**src/rtl/lpddr2_port_arbiter.sv**
```systemverilog
// Round-robin arbiter sharing one LPDDR2 user port between fetch (p0) and load/store (p1).
// Ports: clk/rst, p0_*/p1_* requester sides, mem_* controller side, timeout_err, busy.
module lpddr2_port_arbiter #(
  parameter int AW = 32,
  parameter int DW = 32,
  parameter int TIMEOUT = 4096,
  parameter logic [DW-1:0] ERR_DATA = DW'(32'hDEADBEEF)
) (
  input  logic          clk,
  input  logic          rst,
  input  logic          p0_rreq,
  input  logic          p0_wreq,
  input  logic [AW-1:0] p0_addr,
  input  logic [DW-1:0] p0_wdata,
  output logic [DW-1:0] p0_rdata,
  output logic          p0_ack,
  input  logic          p1_rreq,
  input  logic          p1_wreq,
  input  logic [AW-1:0] p1_addr,
  input  logic [DW-1:0] p1_wdata,
  output logic [DW-1:0] p1_rdata,
  output logic          p1_ack,
  output logic          mem_rreq,
  output logic          mem_wreq,
  output logic [AW-1:0] mem_addr,
  output logic [DW-1:0] mem_wdata,
  input  logic [DW-1:0] mem_rdata,
  input  logic          mem_done,
  input  logic          mem_ready,
  output logic          timeout_err,
  output logic          busy
);

  typedef enum logic [1:0] {
    IDLE, ISSUE, WAIT, RESP
  } state_t;

  localparam logic [15:0] TMO_LAST = 16'(TIMEOUT - 1);

  state_t        state_q, state_d;
  logic          last_grant_q, last_grant_d;
  logic          grant_q, grant_d;
  logic          op_write_q, op_write_d;
  logic [AW-1:0] addr_q, addr_d;
  logic [DW-1:0] wdata_q, wdata_d;
  logic [DW-1:0] p0_rdata_q, p0_rdata_d;
  logic [DW-1:0] p1_rdata_q, p1_rdata_d;
  logic [15:0]   timer_q, timer_d;
  logic          err_q, err_d;

  logic req0, req1, pick0;
  logic [DW-1:0] ret_data;

  assign req0 = p0_rreq | p0_wreq;
  assign req1 = p1_rreq | p1_wreq;
  // p0 wins when alone, or when both ask and p1 was served last
  assign pick0 = req0 & (~req1 | last_grant_q);

  always_comb begin
    state_d      = state_q;
    last_grant_d = last_grant_q;
    grant_d      = grant_q;
    op_write_d   = op_write_q;
    addr_d       = addr_q;
    wdata_d      = wdata_q;
    p0_rdata_d   = p0_rdata_q;
    p1_rdata_d   = p1_rdata_q;
    timer_d      = timer_q;
    err_d        = err_q;
    ret_data     = mem_rdata;
    unique case (state_q)
      IDLE: begin
        if (mem_ready && (req0 || req1)) begin
          grant_d    = ~pick0;
          // write takes priority when both strobes are held
          op_write_d = pick0 ? p0_wreq : p1_wreq;
          addr_d     = pick0 ? p0_addr : p1_addr;
          wdata_d    = pick0 ? p0_wdata : p1_wdata;
          state_d    = ISSUE;
        end
      end
      ISSUE: begin
        timer_d = '0;
        state_d = WAIT;
      end
      WAIT: begin
        if (mem_done || timer_q == TMO_LAST) begin
          // a done on the timeout cycle still counts as success
          if (!mem_done) begin
            err_d    = 1'b1;
            ret_data = ERR_DATA;
          end
          if (!op_write_q) begin
            if (grant_q) p1_rdata_d = ret_data;
            else         p0_rdata_d = ret_data;
          end
          state_d = RESP;
        end else if (timer_q != 16'hFFFF) begin
          timer_d = timer_q + 16'd1;
        end
      end
      RESP: begin
        last_grant_d = grant_q;
        state_d      = IDLE;
      end
      default: state_d = IDLE;
    endcase
  end

  always_ff @(posedge clk) begin
    if (rst) begin
      state_q      <= IDLE;
      last_grant_q <= 1'b1;
      grant_q      <= 1'b0;
      op_write_q   <= 1'b0;
      addr_q       <= '0;
      wdata_q      <= '0;
      p0_rdata_q   <= '0;
      p1_rdata_q   <= '0;
      timer_q      <= '0;
      err_q        <= 1'b0;
    end else begin
      state_q      <= state_d;
      last_grant_q <= last_grant_d;
      grant_q      <= grant_d;
      op_write_q   <= op_write_d;
      addr_q       <= addr_d;
      wdata_q      <= wdata_d;
      p0_rdata_q   <= p0_rdata_d;
      p1_rdata_q   <= p1_rdata_d;
      timer_q      <= timer_d;
      err_q        <= err_d;
    end
  end

  assign mem_rreq    = (state_q == ISSUE) & ~op_write_q;
  assign mem_wreq    = (state_q == ISSUE) & op_write_q;
  assign mem_addr    = addr_q;
  assign mem_wdata   = wdata_q;
  assign p0_ack      = (state_q == RESP) & ~grant_q;
  assign p1_ack      = (state_q == RESP) & grant_q;
  assign p0_rdata    = p0_rdata_q;
  assign p1_rdata    = p1_rdata_q;
  assign timeout_err = err_q;
  assign busy        = (state_q != IDLE);

endmodule

```
**config.mk**
```make
export PLATFORM = sky130hd
export DESIGN_NAME = lpddr2_port_arbiter
export DESIGN_NICKNAME = d
export VERILOG_FILES = /design/src/rtl/lpddr2_port_arbiter.sv
export SDC_FILE = /design/constraint.sdc
export NUM_CORES = 1
export LEC_CHECK = 0
export BUFFER_PORTS_ARGS = -buffer_cell sky130_fd_sc_hd__buf_2
export CAP_MARGIN = 0
export CORE_MARGIN = 4
export CORE_UTILIZATION = 37
export CTS_BUF_LIST = sky130_fd_sc_hd__clkbuf_4 sky130_fd_sc_hd__clkbuf_8
export DETAILED_ROUTE_END_ITERATION = 8
export GPL_TIMING_DRIVEN = 0
export PLACE_DENSITY = 0.64
export SLEW_MARGIN = 25
export SYNTH_ARGS = -nofsm -noshare
export SYNTH_HDL_FRONTEND = slang
export SYNTH_SLANG_ARGS = --single-unit
export TNS_END_PERCENT = 5
```
**constraint.sdc**
```tcl
create_clock -name clk -period 2.6 [get_ports clk]
set_clock_uncertainty 0.15 [all_clocks]
set_input_delay 0.78 -clock clk [delete_from_list [all_inputs] [get_ports clk]]
set_output_delay 0.78 -clock clk [all_outputs]
set_load 0.01 [all_outputs]
```
==> summary.txt, run 1 <==
Die
  – Core Box Area: 0.0166 sq mm
  – I/O pin count: ~300
  – # rows: 47
  – Die extent in x: ~140 microns
  – Die ar.: 0.0190 sq mm
  – Initial Utilization: around 38%
  – Die span in y: 138 microns

Setup path
  – Startpoint Class: flop
  – Largest fanout on the critical path: 10
  – CP max stage cell: dfxtp_1
  – Critical R2R Launch: state_q[0]
  – Reg-to-reg endpoint: p0_rdata[30]
  – Largest stage delay, worst path: 0.35 ns
  – R2r worst-path depth: 8
  – Crit-path leading delay family: buffers and inverters
  – Endpoint class of the critical path: flop
  – CP cell instances: inv_1 > ha_2 > inv_1 > or3_1 > or2_2 > clkbuf_1 > clkbuf_1 > o221a_2
  – Worst path arrival time: 2.67 ns
  – Worst Path Buf+Inv: 4
  – Critical Path RT: 2.79 ns
  – Reg2reg setup slack: about 0.12 ns
  – Worst setup path class: reg -> reg

Detailed routing
  – Vias per cell: 5.15
  – Pre-antenna DRT Iters: 4
  – 1st-iter DRT viols: 259
  – Total length of routed wires: 20600 microns
  – DR vias: approximately 6000
  – DRC: 0
  – Final ANT Viol Nets: 0
  – Drt wl/cell: 17.4 microns

Timing
  – RSZ-0062 raised after global routing: true
  – Worst-Margin Slew: 0.743 ns
  – Crit share post-route: 95.5%
  – Final Setup Violations: 0
  – Max Fclk: between 400 and 500 MHz
  – Final count of hold timing violations: 0
  – Final Max Slew Viols: 0
  – Final Critical Period: 2.48 ns
  – Sum of negative setup slack: 0 ns
  – Slew margin rel.: 50.5%

Power and ir drop
  – Pwr Density: 808 mW/mm^2
  – Leak: 3.78 nW
  – Power, Total: 6.85 mW
  – VDD IR max: 0.421 mV

Layout
  – Area delta synth->final: 35.8%
  – Leading cell type in the layout, fill and taps excluded: buf_2
  – Layout fillers: 1595
  – Final instance area: 0.00848 sq mm
  – Final Util: 51.1%
  – Fin cells: 1184
  – Most frequent cells in the layout: 309 x buf_2, 150 x dfxtp_1, 76 x nor2_1, 67 x mux2i_1, 66 x a211oi_1
  – Final net count: 1123
  – Share of cells above drive strength 1: 42.2%

Yosys
  – Mapped Nets: 804
  – Main synth FF type: dfxtp_1
  – Unique masters post-synth: 49
  – Post-synth ARST share: 0%
  – Cells after Synth: 631
  – Synth Register Bits: 150
  – Yosys warnings: 0
  – Synthesized area: 0.00625 sq mm
  – Syn avg cell area: 9.90 sq um
  – Seq/Total Area, Yosys: 48.1%
  – Post-synth EDFFs: 0

CTS
  – Hold_buf cts: 0
  – H-tree depth: 4
  – Clock root cell: clkbuf_8
  – Cts bufs inserted: 17
  – Clock latency on the worst-skew pair: ~0.44 ns
  – Clk slew on worst S/H paths: 0.09 ns
  – Largest buffer count on any clock path: 2
  – TritonCTS clock tree: done
  – Clock sink count: 150

Hold path
  – Hold path depth: 2
  – Hold EP: p0_rdata[24]
  – Min-delay src: p0_rdata[24]
  – Worst hold path type: reg -> reg

GRT
  – Largest net degree at the start of global routing: 17
  – Number of antenna violations at the first check in global routing: 0
  – Total routing usage reported by global routing: about a fifth
  – First-pass GRT wire length: 30900 microns
  – Number of global-route vias before repair: 5885
  – Grt total ovfl: 0

Placement
  – Hpwl dp: 15900 microns
  – Inst Count DP: around 1200
  – Port-buffer cells: 300
  – Gpl congestion: a little over 0.8
  – Post-DP Area: 0.00802 sq mm

Status
  – Status: complete, no violations

Run
  – # Max-Cap Violations: 0
## metal layers
layer / vias to the layer above / global-route usage (%) / wire (microns)
met5: - / 0 / 0
met4: 0 / 5.32 / 182
met3: 12 / 8.56 / 2090
met2: 241 / 33.6 / 9820
met1: 2810 / 25.5 / 8520
li1: 3033 / - / -
## logic make-up (layout without fill, tap and decap cells)
| group | Yosys count | after routing | share of synthesized area, % |
|---|---|---|---|
| AOI/OAI and AO/OA | 194 | 194 | 25.1 |
| adders and majority gates | 5 | 5 | 1.00 |
| buffers and inverters | 62 | 394 | 4.15 |
| DFF | 150 | 150 | 48.1 |
| muxes | 67 | 67 | 10.7 |
| other | 0 | 1 | 0 |
| and+or+nand+nor | 153 | 153 | 10.9 |
## flip-flops by register name (all words and copies together), names as in the netlist
signal / cells
mem_addr: 32
mem_wdata: 32
p0_rdata: 32
p1_rdata: 32
timer_q: 16
state_q: 2
grant_q: 1
last_grant_q: 1
op_write_q: 1
timeout_err: 1
## Yosys cell counts (2+ instances only)
| cell | instances | share of area [%] |
|---|---|---|
| a41oi_1 | 4 | 0.56 |
| inv_1 | 8 | 0.48 |
| a311oi_1 | 2 | 0.28 |
| nand4_1 | 3 | 0.30 |
| nand3_1 | 12 | 0.96 |
| and4_1 | 2 | 0.28 |
| a31oi_1 | 7 | 0.70 |
| o221a_2 | 49 | 8.8 |
| a211o_1 | 2 | 0.28 |
| dfxtp_1 | 150 | 48 |
| a21oi_1 | 24 | 1.9 |
| or3_1 | 4 | 0.40 |
| and2_1 | 3 | 0.30 |
| or2_2 | 2 | 0.20 |
| and3_1 | 2 | 0.20 |
| nand3b_1 | 3 | 0.36 |
| nor3_1 | 2 | 0.16 |
| o211ai_1 | 2 | 0.24 |
| o41ai_1 | 3 | 0.42 |
| buf_1 | 3 | 0.18 |
| nor2b_1 | 2 | 0.20 |
| clkbuf_1 | 39 | 2.3 |
| ha_1 | 5 | 1.0 |
| nand2_1 | 31 | 1.9 |
| o21ai_2 | 2 | 0.28 |
| o311ai_0 | 2 | 0.28 |
| mux2i_1 | 67 | 11 |
| a211oi_1 | 66 | 7.9 |
| o21ai_0 | 18 | 1.4 |
| nor2_1 | 79 | 4.7 |
| nand2b_1 | 3 | 0.30 |
| buf_6 | 2 | 0.36 |
| o2111ai_1 | 2 | 0.28 |
| buf_2 | 9 | 0.72 |
| o31ai_1 | 3 | 0.36 |
## metrics by stage
stage,worst slack [ns],hold slack [ns]
finish,0.116,0.323
global route,-0.0543,0.352
CTS,0.0405,0.330
detailed placement,-0.184,0.318
global placement,-0.201,0.310
floorplan,0.397,0.293
## what timing repair did
item,4_1_cts,5_1_grt
resized for setup,2,4
endpoints found under the setup margin,20,42
buffers inserted,0,0
## tightest hold or removal path, stage by stage, from the launching register on
cell and delay, ns:
dfxtp_1 0.31, o21ai_0 0.06, a21oi_1 0.06
## where the power goes
| part | internal [mW] | switching, mW | leakage, nW |
|---|---|---|---|
| clock | 0.995 | 1.01 | 0.221 |
| combinational | 0.819 | 1.20 | 2.33 |
| sequential | 2.65 | 0.190 | 1.22 |
| total | 4.46 | 2.39 | 3.78 |
## worst max path at each step
stage | start | endpoint | slack, ns | cells past startpoint
after floorplan | state_q[0] | p0_rdata[10] | 0.40 | 8
after global placement | p0_rreq | mem_addr[21] | -0.20 | 7
after detailed placement | p0_rreq | mem_addr[16] | -0.18 | 6
after CTS | timer_q[8] | p1_rdata[28] | 0.04 | 6
after global routing | state_q[0] | p0_rdata[30] | -0.05 | 8
final | state_q[0] | p0_rdata[30] | 0.12 | 8
## area by class of cell
class | count | area [sq um] | share of cell area (%)
Multi-Input combinational cell | 419 | 2990 | 35.3
Tap cell | 220 | 275 | 3.25
Clock buffer | 17 | 234 | 2.76
Timing Repair Buffer | 300 | 1500 | 17.7
Inverter | 9 | 33.8 | 0.398
Clock inverter | 15 | 209 | 2.46
Sequential cell | 150 | 3000 | 35.4
Buffer | 53 | 226 | 2.67
Antenna cell | 1 | 2.50 | 0.0295
Note: power is estimated with default switching activity, not from simulation.
==> inputs of run 2 (changes only) <==
--- a/config.mk
+++ b/config.mk
@@ -7,6 +7,7 @@
 export LEC_CHECK = 0
 export BUFFER_PORTS_ARGS = -buffer_cell sky130_fd_sc_hd__buf_2
 export CAP_MARGIN = 0
+export CORE_ASPECT_RATIO = 0.8
 export CORE_MARGIN = 4
 export CORE_UTILIZATION = 37
 export CTS_BUF_LIST = sky130_fd_sc_hd__clkbuf_4 sky130_fd_sc_hd__clkbuf_8
@@ -17,4 +18,4 @@
 export SYNTH_ARGS = -nofsm -noshare
 export SYNTH_HDL_FRONTEND = slang
 export SYNTH_SLANG_ARGS = --single-unit
-export TNS_END_PERCENT = 5
+export TNS_END_PERCENT = 1
==> summary.txt, run 2 (same netlist as run 1, synthesis figures left out) <==
Status
  – Status: complete, no violations (unchanged)

Detailed routing
  – 1st-iter DRT viols: 298 (was 259)
  – Drt wl/cell: 17.6 microns (was 17.4 microns)
  – DRC: 0 (unchanged)
  – Total length of routed wires: 20900 microns (was 20600 microns)
  – DR vias: 6130 (was 6096)
  – Pre-antenna DRT Iters: 5 (was 4)
  – Final ANT Viol Nets: 0 (unchanged)
  – Vias per cell: 5.18 (was 5.15)

Timing
  – Final Max Slew Viols: 0 (unchanged)
  – Final count of hold timing violations: 0 (unchanged)
  – Worst-Margin Slew: 0.684 ns (was 0.743 ns)
  – Crit share post-route: 97.1% (was 95.5%)
  – Final Setup Violations: 0 (unchanged)
  – Slew margin rel.: 54.4% (was 50.5%)
  – RSZ-0062 raised after global routing: true (unchanged)
  – Final Critical Period: 2.52 ns (was 2.48 ns)
  – Max Fclk: 396 MHz (was 403 MHz)

Die
  – Die extent in x: 153 microns (was 138 microns)
  – Die span in y: 124 microns (was 138 microns)
  – Initial Utilization: 37.7% (about the same)
  – Die ar.: 0.0190 sq mm (about the same)
  – # rows: 42 (was 47)
  – Core Box Area: 0.0166 sq mm (about the same)
  – I/O pin count: 302 (unchanged)

Setup path
  – Worst path arrival time: 1.59 ns (was 2.67 ns)
  – Largest fanout on the critical path: 8 (was 10)
  – Largest stage delay, worst path: 0.35 ns (about the same)
  – R2r worst-path depth: 8 (unchanged)
  – Critical Path RT: 1.67 ns (was 2.79 ns)
  – Endpoint class of the critical path: output pin (was flop)
  – CP max stage cell: dfxtp_1 (unchanged)
  – Reg2reg setup slack: 0.09 ns (was 0.12 ns)
  – Critical R2R Launch: state_q[0] (unchanged)
  – CP cell instances: inv_1 > ha_1 > nor2b_1 > buf_2 (was inv_1 > ha_2 > inv_1 > or3_1 > or2_2 > clkbuf_1 > clkbuf_1 > o221a_2)
  – Worst setup path class: reg -> out (was reg -> reg)
  – Reg-to-reg endpoint: p0_rdata[25] (was p0_rdata[30])
  – Startpoint Class: flop (unchanged)

Power and ir drop
  – Clk pwr share: 29.3% (was 29.2%)
  – Combinational share of power: 29.4% (about the same)
  – Pint: 4.46 mW (about the same)
  – Pwr Density: 810 mW/mm^2 (was 808 mW/mm^2)
  – Sw Ratio: 35.1% (was 34.9%)
  – Power, Total: 6.87 mW (was 6.85 mW)
  – VDD IR max: 0.480 mV (was 0.421 mV)
  – Switching Power: 2.41 mW (was 2.39 mW)
  – Leak: 3.77 nW (was 3.78 nW)
  – Sequential power share: 41.3% (was 41.4%)

Layout
  – Leading cell type in the layout, fill and taps excluded: buf_2 (unchanged)
  – Share of cells above drive strength 1: 42.3% (was 42.2%)
  – Most frequent cells in the layout: 309 x buf_2, 150 x dfxtp_1, 75 x nor2_1, 67 x mux2i_1, 66 x a211oi_1 (was 309 x buf_2, 150 x dfxtp_1, 76 x nor2_1, 67 x mux2i_1, 66 x a211oi_1)
  – Area delta synth->final: 35.8% (about the same)
  – Fin cells: 1184 (unchanged)
  – Final net count: 1123 (unchanged)

CTS
  – Hold_buf cts: 0 (unchanged)
  – Clock sink count: 150 (unchanged)
  – Clk slew on worst S/H paths: 0.09 ns (about the same)
  – H-tree depth: 4 (unchanged)
  – Clock latency on the worst-skew pair: 0.45 ns (was 0.44 ns)
  – TritonCTS clock tree: done (unchanged)
  – Cts bufs inserted: 17 (unchanged)
  – Clock root cell: clkbuf_8 (unchanged)
  – Largest buffer count on any clock path: 2 (unchanged)

Hold path
  – Hold EP: p0_rdata[29] (was p0_rdata[24])
  – Hold path depth: 2 (unchanged)
  – Worst hold path type: reg -> reg (unchanged)
  – Min-delay src: p0_rdata[29] (was p0_rdata[24])

GRT
  – Number of antenna violations at the first check in global routing: 4 (was 0)
  – Largest net degree at the start of global routing: 17 (unchanged)
  – Total routing usage reported by global routing: 20.9% (was 20.7%)
  – Number of global-route vias before repair: 6026 (was 5885)
  – First-pass GRT wire length: 32300 microns (was 30900 microns)
  – Grt total ovfl: 0 (unchanged)

Placement
  – Gpl congestion: 0.818 (was 0.822)
  – Port-buffer cells: 300 (unchanged)
  – Hpwl dp: 16000 microns (was 15900 microns)
  – Inst Count DP: 1151 (unchanged)

Run
  – # Max-Cap Violations: 0 (unchanged)
[run 2: timing repair]
item                                    CTS  global route
buffers inserted                          0             0
endpoints found under the setup margin   20            50
pin swaps                                 0             0
gates resized for setup                   2             4
[run 2: cell type report]
type / count / area [sq um]
Antenna cell: 1 / 2.50
Clock inverter: 15 / 205
Timing Repair Buffer: 300 / 1500
Buffer: 53 / 225
Tap cell: 220 / 275
Fill cell: 1602 / 8070
Clock buffer: 17 / 234
Multi-Input combinational cell: 419 / 3000
Inverter: 9 / 33.8
Sequential cell: 150 / 3000
[run 2: worst max path at each step]
stage                from           end  cells past startpoint
6_report       state_q[1]      mem_rreq                      4
5_1_grt        state_q[0]  p0_rdata[25]                      8
4_1_cts        timer_q[8]  p1_rdata[25]                      6
3_5_place_dp      p1_wreq   mem_addr[9]                      7
3_3_place_gp      p1_wreq   mem_addr[8]                      7
2_1_floorplan  state_q[0]  p0_rdata[10]                      8
[run 2: critical path, delay by kind of cell (launching register included)]
| kind | cells | cell delay, ns |
|---|---|---|
| adders and majority gates | 1 | 0.34 |
| buffers and inverters | 2 | 0.25 |
| and+or+nand+nor | 1 | 0.19 |
| DFF | 1 | 0.35 |
[run 2: per-stage QoR]
| stage | hold WS (ns) | setup TNS (ns) | utilization [%] | cell area, sq um | setup slack [ns] |
|---|---|---|---|---|---|
| 4_1_cts | 0.326 | 0 | 51.1 | 8470 | 0.0261 |
| 2_1_floorplan | 0.293 | 0 | - | 6250 | 0.397 |
| 6_report | 0.323 | 0 | 51.2 | 8480 | 0.0756 |
| 5_1_grt | 0.345 | -0.513 | 51.2 | 8480 | -0.0497 |
| 3_3_place_gp | 0.309 | -9.76 | 48.5 | 8020 | -0.234 |
| 3_5_place_dp | 0.313 | -10.48 | 48.5 | 8020 | -0.235 |
[run 2: power by group through the flow]
stage          clock network (mW)  logic [mW]  registers, mW
5_1_grt                      2.15        2.23           2.88
3_3_place_gp                    0        2.01           2.87
2_1_floorplan                   0        1.06           3.02
6_report                     2.01        2.02           2.84
4_1_cts                      2.05        2.04           2.83
3_5_place_dp                    0        2.03           2.88
[run 2: routing by layer]
layer	vias to the layer above	track usage, %	share of wire, %
li1	3035	-	-
met1	2851	26.3	44
met4	6	5.61	1.6
met2	209	32.6	45
met3	29	9.46	9.5
met5	-	0	0.19
